File: src/rtl/debug_wb_bridge_pkg.sv
// Shared types and constants for the UART-to-Wishbone debug bridge.
package debug_wb_bridge_pkg;

  typedef enum logic [2:0] {
    ST_IDLE,
    ST_LEN,
    ST_ADDR,
    ST_WDATA,
    ST_WB_WR,
    ST_WB_RD,
    ST_TX
  } state_e;

  localparam logic [7:0]  CMD_WRITE    = 8'h01;
  localparam logic [7:0]  CMD_READ     = 8'h02;
  localparam logic [31:0] TIMEOUT_DATA = 32'hDEADBEEF;

  function automatic logic is_cmd(input logic [7:0] b);
    return (b == CMD_WRITE) || (b == CMD_READ);
  endfunction

endpackage

File: src/rtl/debug_wb_bridge_shreg.sv
// 4-byte shift register with byte counter: collects big-endian bytes
// (address / write data) and serialises a loaded word MSB first.
module debug_wb_bridge_shreg
  import debug_wb_bridge_pkg::*;
(
  input  logic        core_clk,
  input  logic        core_rstn,
  input  logic        clr,
  input  logic        load,
  input  logic [31:0] load_data,
  input  logic        shift_in,
  input  logic [7:0]  din,
  input  logic        shift_out,
  output logic [31:0] data,
  output logic [7:0]  byte_out,
  output logic        last
);

  logic [1:0] cnt;

  always_ff @(posedge core_clk or negedge core_rstn) begin
    if (!core_rstn) begin
      data <= '0;
      cnt  <= '0;
    end else if (clr) begin
      cnt  <= '0;
    end else if (load) begin
      data <= load_data;
      cnt  <= '0;
    end else if (shift_in) begin
      data <= {data[23:0], din};
      cnt  <= cnt + 2'd1;
    end else if (shift_out) begin
      data <= {data[23:0], 8'h00};
      cnt  <= cnt + 2'd1;
    end
  end

  // Counter wraps to 0 on the fourth byte, so it is ready for the next word.
  assign last     = (cnt == 2'd3);
  assign byte_out = data[31:24];

endmodule

File: src/rtl/debug_wb_bridge.sv
// UART byte stream to single-word Wishbone master for the debug path.
// Optional ack timeout with err_o pulse: define DEBUG_WB_BRIDGE_TIMEOUT_EN.
module debug_wb_bridge
  import debug_wb_bridge_pkg::*;
#(
  parameter int ADR_W   = 32,
  parameter int TIMEOUT = 1023
) (
  input  logic             core_clk,
  input  logic             core_rstn,
  input  logic             debug_mode,
  input  logic             rx_valid,
  input  logic [7:0]       rx_data,
  output logic             tx_valid,
  output logic [7:0]       tx_data,
  input  logic             tx_ready,
  output logic             wb_cyc_o,
  output logic             wb_stb_o,
  output logic             wb_we_o,
  output logic [ADR_W-1:0] wb_adr_o,
  output logic [3:0]       wb_sel_o,
  output logic [31:0]      wb_dat_o,
  input  logic [31:0]      wb_dat_i,
  input  logic             wb_ack_i,
  output logic             busy
`ifdef DEBUG_WB_BRIDGE_TIMEOUT_EN
  ,
  output logic             err_o
`endif
);

  state_e state_q, state_d;

  logic [7:0]       len_q;
  logic             cmd_wr_q;
  logic [ADR_W-1:0] adr_q;

  logic        sh_clr, sh_load, sh_shift_in, sh_shift_out, sh_last;
  logic [31:0] sh_load_data, sh_data;
  logic [7:0]  sh_byte;

  logic cmd_load, len_load, len_clr, adr_load, word_done;
  logic ack_ok, tmo;

  debug_wb_bridge_shreg u_shreg (
    .core_clk  (core_clk),
    .core_rstn (core_rstn),
    .clr       (sh_clr),
    .load      (sh_load),
    .load_data (sh_load_data),
    .shift_in  (sh_shift_in),
    .din       (rx_data),
    .shift_out (sh_shift_out),
    .data      (sh_data),
    .byte_out  (sh_byte),
    .last      (sh_last)
  );

  assign ack_ok = wb_cyc_o && wb_ack_i;

  always_ff @(posedge core_clk or negedge core_rstn) begin
    if (!core_rstn) state_q <= ST_IDLE;
    else            state_q <= state_d;
  end

  always_comb begin
    state_d      = state_q;
    sh_clr       = 1'b0;
    sh_load      = 1'b0;
    sh_load_data = wb_dat_i;
    sh_shift_in  = 1'b0;
    sh_shift_out = 1'b0;
    cmd_load     = 1'b0;
    len_load     = 1'b0;
    len_clr      = 1'b0;
    adr_load     = 1'b0;
    word_done    = 1'b0;
    // Leaving debug mode beats any byte or ack arriving in the same cycle.
    if (!debug_mode) begin
      state_d = ST_IDLE;
      sh_clr  = 1'b1;
    end else begin
      case (state_q)
        ST_IDLE: if (rx_valid && is_cmd(rx_data)) begin
          cmd_load = 1'b1;
          sh_clr   = 1'b1;
          state_d  = ST_LEN;
        end
        ST_LEN: if (rx_valid) begin
          len_load = 1'b1;
          state_d  = ST_ADDR;
        end
        ST_ADDR: if (rx_valid) begin
          sh_shift_in = 1'b1;
          if (sh_last) begin
            adr_load = 1'b1;
            if (len_q == 8'd0) state_d = ST_IDLE;
            else if (cmd_wr_q) state_d = ST_WDATA;
            else               state_d = ST_WB_RD;
          end
        end
        ST_WDATA: if (rx_valid) begin
          sh_shift_in = 1'b1;
          if (sh_last) state_d = ST_WB_WR;
        end
        ST_WB_WR: begin
          if (ack_ok) begin
            word_done = 1'b1;
            state_d   = (len_q == 8'd1) ? ST_IDLE : ST_WDATA;
          end else if (tmo) begin
            state_d = ST_IDLE;
          end
        end
        ST_WB_RD: begin
          if (ack_ok) begin
            word_done = 1'b1;
            sh_load   = 1'b1;
            state_d   = ST_TX;
          end else if (tmo) begin
            // Report the failed read as a poison word, then end the frame.
            sh_load      = 1'b1;
            sh_load_data = TIMEOUT_DATA;
            len_clr      = 1'b1;
            state_d      = ST_TX;
          end
        end
        ST_TX: if (tx_ready) begin
          sh_shift_out = 1'b1;
          if (sh_last) state_d = (len_q == 8'd0) ? ST_IDLE : ST_WB_RD;
        end
        default: state_d = ST_IDLE;
      endcase
    end
  end

  always_ff @(posedge core_clk or negedge core_rstn) begin
    if (!core_rstn) begin
      len_q    <= '0;
      cmd_wr_q <= 1'b0;
      adr_q    <= '0;
    end else begin
      if (cmd_load) cmd_wr_q <= (rx_data == CMD_WRITE);
      if (len_load)       len_q <= rx_data;
      else if (len_clr)   len_q <= '0;
      else if (word_done) len_q <= len_q - 8'd1;
      // Word address becomes a byte address; the final byte is still on rx_data.
      if (adr_load)       adr_q <= ADR_W'({sh_data[23:0], rx_data, 2'b00});
      else if (word_done) adr_q <= adr_q + ADR_W'(4);
    end
  end

`ifdef DEBUG_WB_BRIDGE_TIMEOUT_EN
  localparam int TW = $clog2(TIMEOUT + 1);
  logic [TW-1:0] tmo_cnt;

  assign tmo = wb_cyc_o && !wb_ack_i && (tmo_cnt == TW'(TIMEOUT - 1));

  always_ff @(posedge core_clk or negedge core_rstn) begin
    if (!core_rstn) begin
      tmo_cnt <= '0;
      err_o   <= 1'b0;
    end else begin
      tmo_cnt <= (wb_cyc_o && state_d == state_q) ? tmo_cnt + TW'(1) : '0;
      err_o   <= debug_mode && tmo;
    end
  end
`else
  logic unused_timeout;
  assign tmo            = 1'b0;
  assign unused_timeout = ^TIMEOUT;
`endif

  assign wb_cyc_o = (state_q == ST_WB_WR) || (state_q == ST_WB_RD);
  assign wb_stb_o = wb_cyc_o;
  assign wb_we_o  = (state_q == ST_WB_WR);
  assign wb_sel_o = wb_cyc_o ? 4'hF : 4'h0;
  assign wb_adr_o = adr_q;
  assign wb_dat_o = wb_we_o ? sh_data : 32'h0;
  assign tx_valid = (state_q == ST_TX);
  assign tx_data  = tx_valid ? sh_byte : 8'h00;
  assign busy     = (state_q != ST_IDLE);

endmodule

File: config.mk
export PLATFORM = sky130hd
export DESIGN_NAME = debug_wb_bridge
export DESIGN_NICKNAME = d
export VERILOG_FILES = /design/src/rtl/debug_wb_bridge_pkg.sv /design/src/rtl/debug_wb_bridge_shreg.sv /design/src/rtl/debug_wb_bridge.sv
export SDC_FILE = /design/constraint.sdc
export NUM_CORES = 1
export LEC_CHECK = 0
export CAP_MARGIN = 20
export CORE_ASPECT_RATIO = 2
export CORE_MARGIN = 2
export CORE_UTILIZATION = 40
export DETAILED_ROUTE_END_ITERATION = 7
export PLACE_DENSITY = 0.72
export SYNTH_ARGS = -nofsm -noshare
export SYNTH_HDL_FRONTEND = slang
export SYNTH_SLANG_ARGS = --single-unit
File: constraint.sdc
create_clock -name core_clk -period 4 [get_ports core_clk]
set_input_delay 0.8 -clock core_clk [delete_from_list [all_inputs] [get_ports core_clk]]
set_output_delay 0.8 -clock core_clk [all_outputs]
set_load 0.03 [all_outputs]
==> flow_metrics.py <==
metrics = {
    "drt": {
        "wl_met2_um": 7910,
        "first_iter_violations": 412,
        "vias_per_cell": 5.68,
        "drtAntennaViolNets": 0,
        "totalWireLength_um": 14300,
        "top_layer": "met4",
        "wl_per_cell_um": 18.9,
        "wl_met3_um": 658,
        "route.detailed.drc": 0,
        "drtPass1Iterations": 4,
        "wirelength_met1_um": 5060,
        "vias": 4296,
    },
    "final_layout": {
        "fillerInstances": 1024,
        "diodes": 0,
        "fin_cells": 757,
        "drive_gt1_share_pct": 6.02,
        "area_delta_synth_final_pct": 33.5,
        "fin_nets": 661,
    },
    "timing": {
        "fin_setup_tns_ns": 0,
        "fin_worst_skew_ns": 0.00541,
        "setup_viol": 0,
        "fmax_ghz": 0.310,
        "hold_viol": 0,
        "rsz0062_at_grt": "no",
        "post-route-worst-setup-slack_ns": 0.772,
        "drv_slew": 0,
        "tightest_slew_ns": 0.995,
        "min_period_ns": 3.23,
        "finalCritPeriodShare_pct": 80.7,
        "relSlewSlack_pct": 33.7,
    },
    "worst_setup_path": {
        "end_kind": "output pin",
        "cp_slowest_cell": "clkdlybuf4s50_1",
        "path_cells": "nand2b_1 > nor2_1 > buf_4 > and2_1 > clkdlybuf4s50_1",
        "max_stage_delay_ns": 0.68,
        "r2r_cells": 5,
        "critical_path_arrival_ns": 2.43,
        "worst_ep_required_time_ns": 3.20,
        "r2r_end": "u_shreg.data[13]$_DFFE_PN0P_",
        "crit_buf_inv": 2,
        "cpLargestDelayFamily": "buffers and inverters",
        "worstPathMaxFanout": 33,
        "start_kind": "flip-flop",
        "path_class": "reg -> out",
        "reg2reg_from": "state_q[2]$_DFFE_PN0P_",
        "rrSetupSlack_ns": 1.63,
    },
    "die": {
        "die_w_um": 79.7,
        "num_rows": 55,
        "core-area_um2": 11200,
        "die_area_um2": 12400,
        "initial_core_util_pct": 40.9,
        "io-pin-count": 127,
        "die_h_um": 155,
    },
    "clocking": {
        "holdBufCountCts": 0,
        "cts_max_level": 3,
        "cts_resized": 0,
        "post_cts_buffers": 0,
        "cts_tree": "yes",
        "clk_path_buf_depth": 2,
        "cts_root_buf": "clkbuf_16",
        "cts_sinks": 76,
        "clkTransAtPathRegs_ns": 0.06,
        "clk_latency_ns": 0.33,
        "numCtsBuffers": 9,
    },
    "synthesis": {
        "ys_types": 59,
        "synth_top_area_share_pct": 41.5,
        "synthCells": 506,
        "ys_seq_area_share_pct": 41.5,
        "synthArstFlopShare_pct": 100,
        "syn-cell-area_um2": 4590,
        "synth_top_area_cell": "dfrtp_1",
        "synth_edf_count": 0,
        "synth_flop_cell": "dfrtp_1",
        "ys_ff_latch": 76,
        "yosysWarnings": 0,
        "avgSynthCellArea_um2": 9.07,
        "synth_area_leaders": "dfrtp_1, mux2i_1, nand2_1, and2_1, o21ai_0",
    },
    "placement": {
        "dp_hpwl_um": 10700,
        "dpl.cell_count": 742,
        "port_buffers": 124,
        "place.gp.congestion": 0.874,
        "post-place-ws_ns": 0.865,
    },
    "hold_path": {
        "hp-class": "reg -> reg",
        "min_from": "u_shreg.data[28]$_DFFE_PN0P_",
        "hold_depth": 2,
        "min_to": "u_shreg.data[28]$_DFFE_PN0P_",
    },
    "flow_run": {
        "drv_cap": 0,
    },
    "power_and_ir_drop": {
        "ir_drop_mv": 0.217,
        "leakagePower_nw": 2.43,
        "power_density_nw_per_um2": 285,
        "finalPower_mw": 1.75,
    },
    "global_routing": {
        "grt_pass1_vias": 4271,
        "grt_remaining_overflow": 0,
        "grt_start_max_net_pins": 77,
        "antenna_found_initial": 0,
        "grt_pass1_wl_um": 22400,
        "grt_usage_pct": 23.7,
    },
    "status": {
        "status": "finished clean",
    },
}
[metrics by stage]
stage / utilization, % / hold WS [ns] / instance area, um2
after floorplan: - / 0.455 / 4590
after global placement: 52.0 / 0.470 / 5840
after detailed placement: 52.0 / 0.492 / 5840
after CTS: 54.6 / 0.505 / 6130
after global routing: 54.6 / 0.521 / 6130
final: 54.6 / 0.499 / 6130
[kinds of logic (layout without fill, tap and decap cells)]
logic type | count (synthesis) | count (layout) | synth area share [%]
DFF | 76 | 76 | 41.5
and+or+nand+nor | 224 | 224 | 26.6
buffers and inverters | 46 | 154 | 5.64
AOI/OAI and AO/OA | 107 | 107 | 15.0
other | 1 | 2 | 0.0817
xor gates and xnor gates | 13 | 13 | 2.48
muxes | 35 | 35 | 7.66
adders and majority gates | 4 | 4 | 1.09
[sequential cells by signal (all words and copies together), names as in the netlist]
name,cells
u_shreg.data,32
wb_adr_o,30
len_q,8
state_q,3
u_shreg.cnt,2
cmd_wr_q,1
[worst reg2reg max path, cell delays in order, from the launching register on]
cell and delay [ns]:
dfrtp_1 0.63, and3b_1 0.25, o21ai_2 0.27, and2_2 0.67
buf_4 0.31, o21ai_0 0.11
[Yosys cell counts (4+ instances only)]
cell type and number:
nor3_1 6, a221o_1 7, xor2_1 7, dfrtp_1 76
buf_2 17, and2_1 43, o211ai_1 9, nand3_1 21
and3b_1 4, buf_4 11, mux2i_1 34, o21ai_0 52
xnor2_1 6, a22oi_1 4, ha_1 4, inv_1 7
nand2b_1 4, nor4_1 4, clkbuf_1 7, a21oi_1 9
nand2_1 78, nor2_1 23, nand4_1 12
[layout make-up]
cell class	instances	area [um2]	area share, %
multi-input cells	385	2430	39.7
flip-flops and latches	76	1900	31.0
clock inverters	1	5.00	0.0817
clock buffers	14	284	4.64
inverters	7	26.3	0.429
repair buffers	132	1300	21.2
well taps	142	178	2.90
[worst max path at each step]
stage / startpoint / end / slack [ns] / depth (start not counted)
2_1_floorplan: state_q[1]$_DFFE_PN0P_ / wb_dat_o[22] / 1.45 / 5
3_3_place_gp: debug_mode / wb_adr_o[27]$_DFFE_PN0P_ / 0.92 / 7
3_5_place_dp: debug_mode / u_shreg.data[20]$_DFFE_PN0P_ / 0.86 / 6
4_1_cts: state_q[1]$_DFFE_PN0P_ / wb_dat_o[2] / 0.79 / 5
5_1_grt: state_q[1]$_DFFE_PN0P_ / wb_dat_o[2] / 0.66 / 5
6_report: state_q[1]$_DFFE_PN0P_ / wb_dat_o[2] / 0.77 / 5
[where the power goes]
group	total (mW)	switching (mW)	internal, mW
Sequential	0.823	0.0327	0.791
Combinational	0.141	0.0712	0.0700
Clock	0.783	0.299	0.484
[cells in the final DEF (no fill, tap or decap), types with 9 or more instances in the layout]
master           count
a21oi_1              9
buf_4                9
dfrtp_1             76
clkdlybuf4s50_1    123
and2_1              42
o211ai_1             9
nor2_1              23
mux2i_1             34
nand4_1             12
nand3_1             21
clkbuf_16            9
nand2_1             78
o21ai_0             52
[metal layers]
metal,track usage (%),vias up
li1,-,2018
met1,25.0,2068
met2,44.2,168
met3,3.65,42
met4,11.9,0
met5,0,-
No activity file was read; power rests on OpenSTA's default activity.
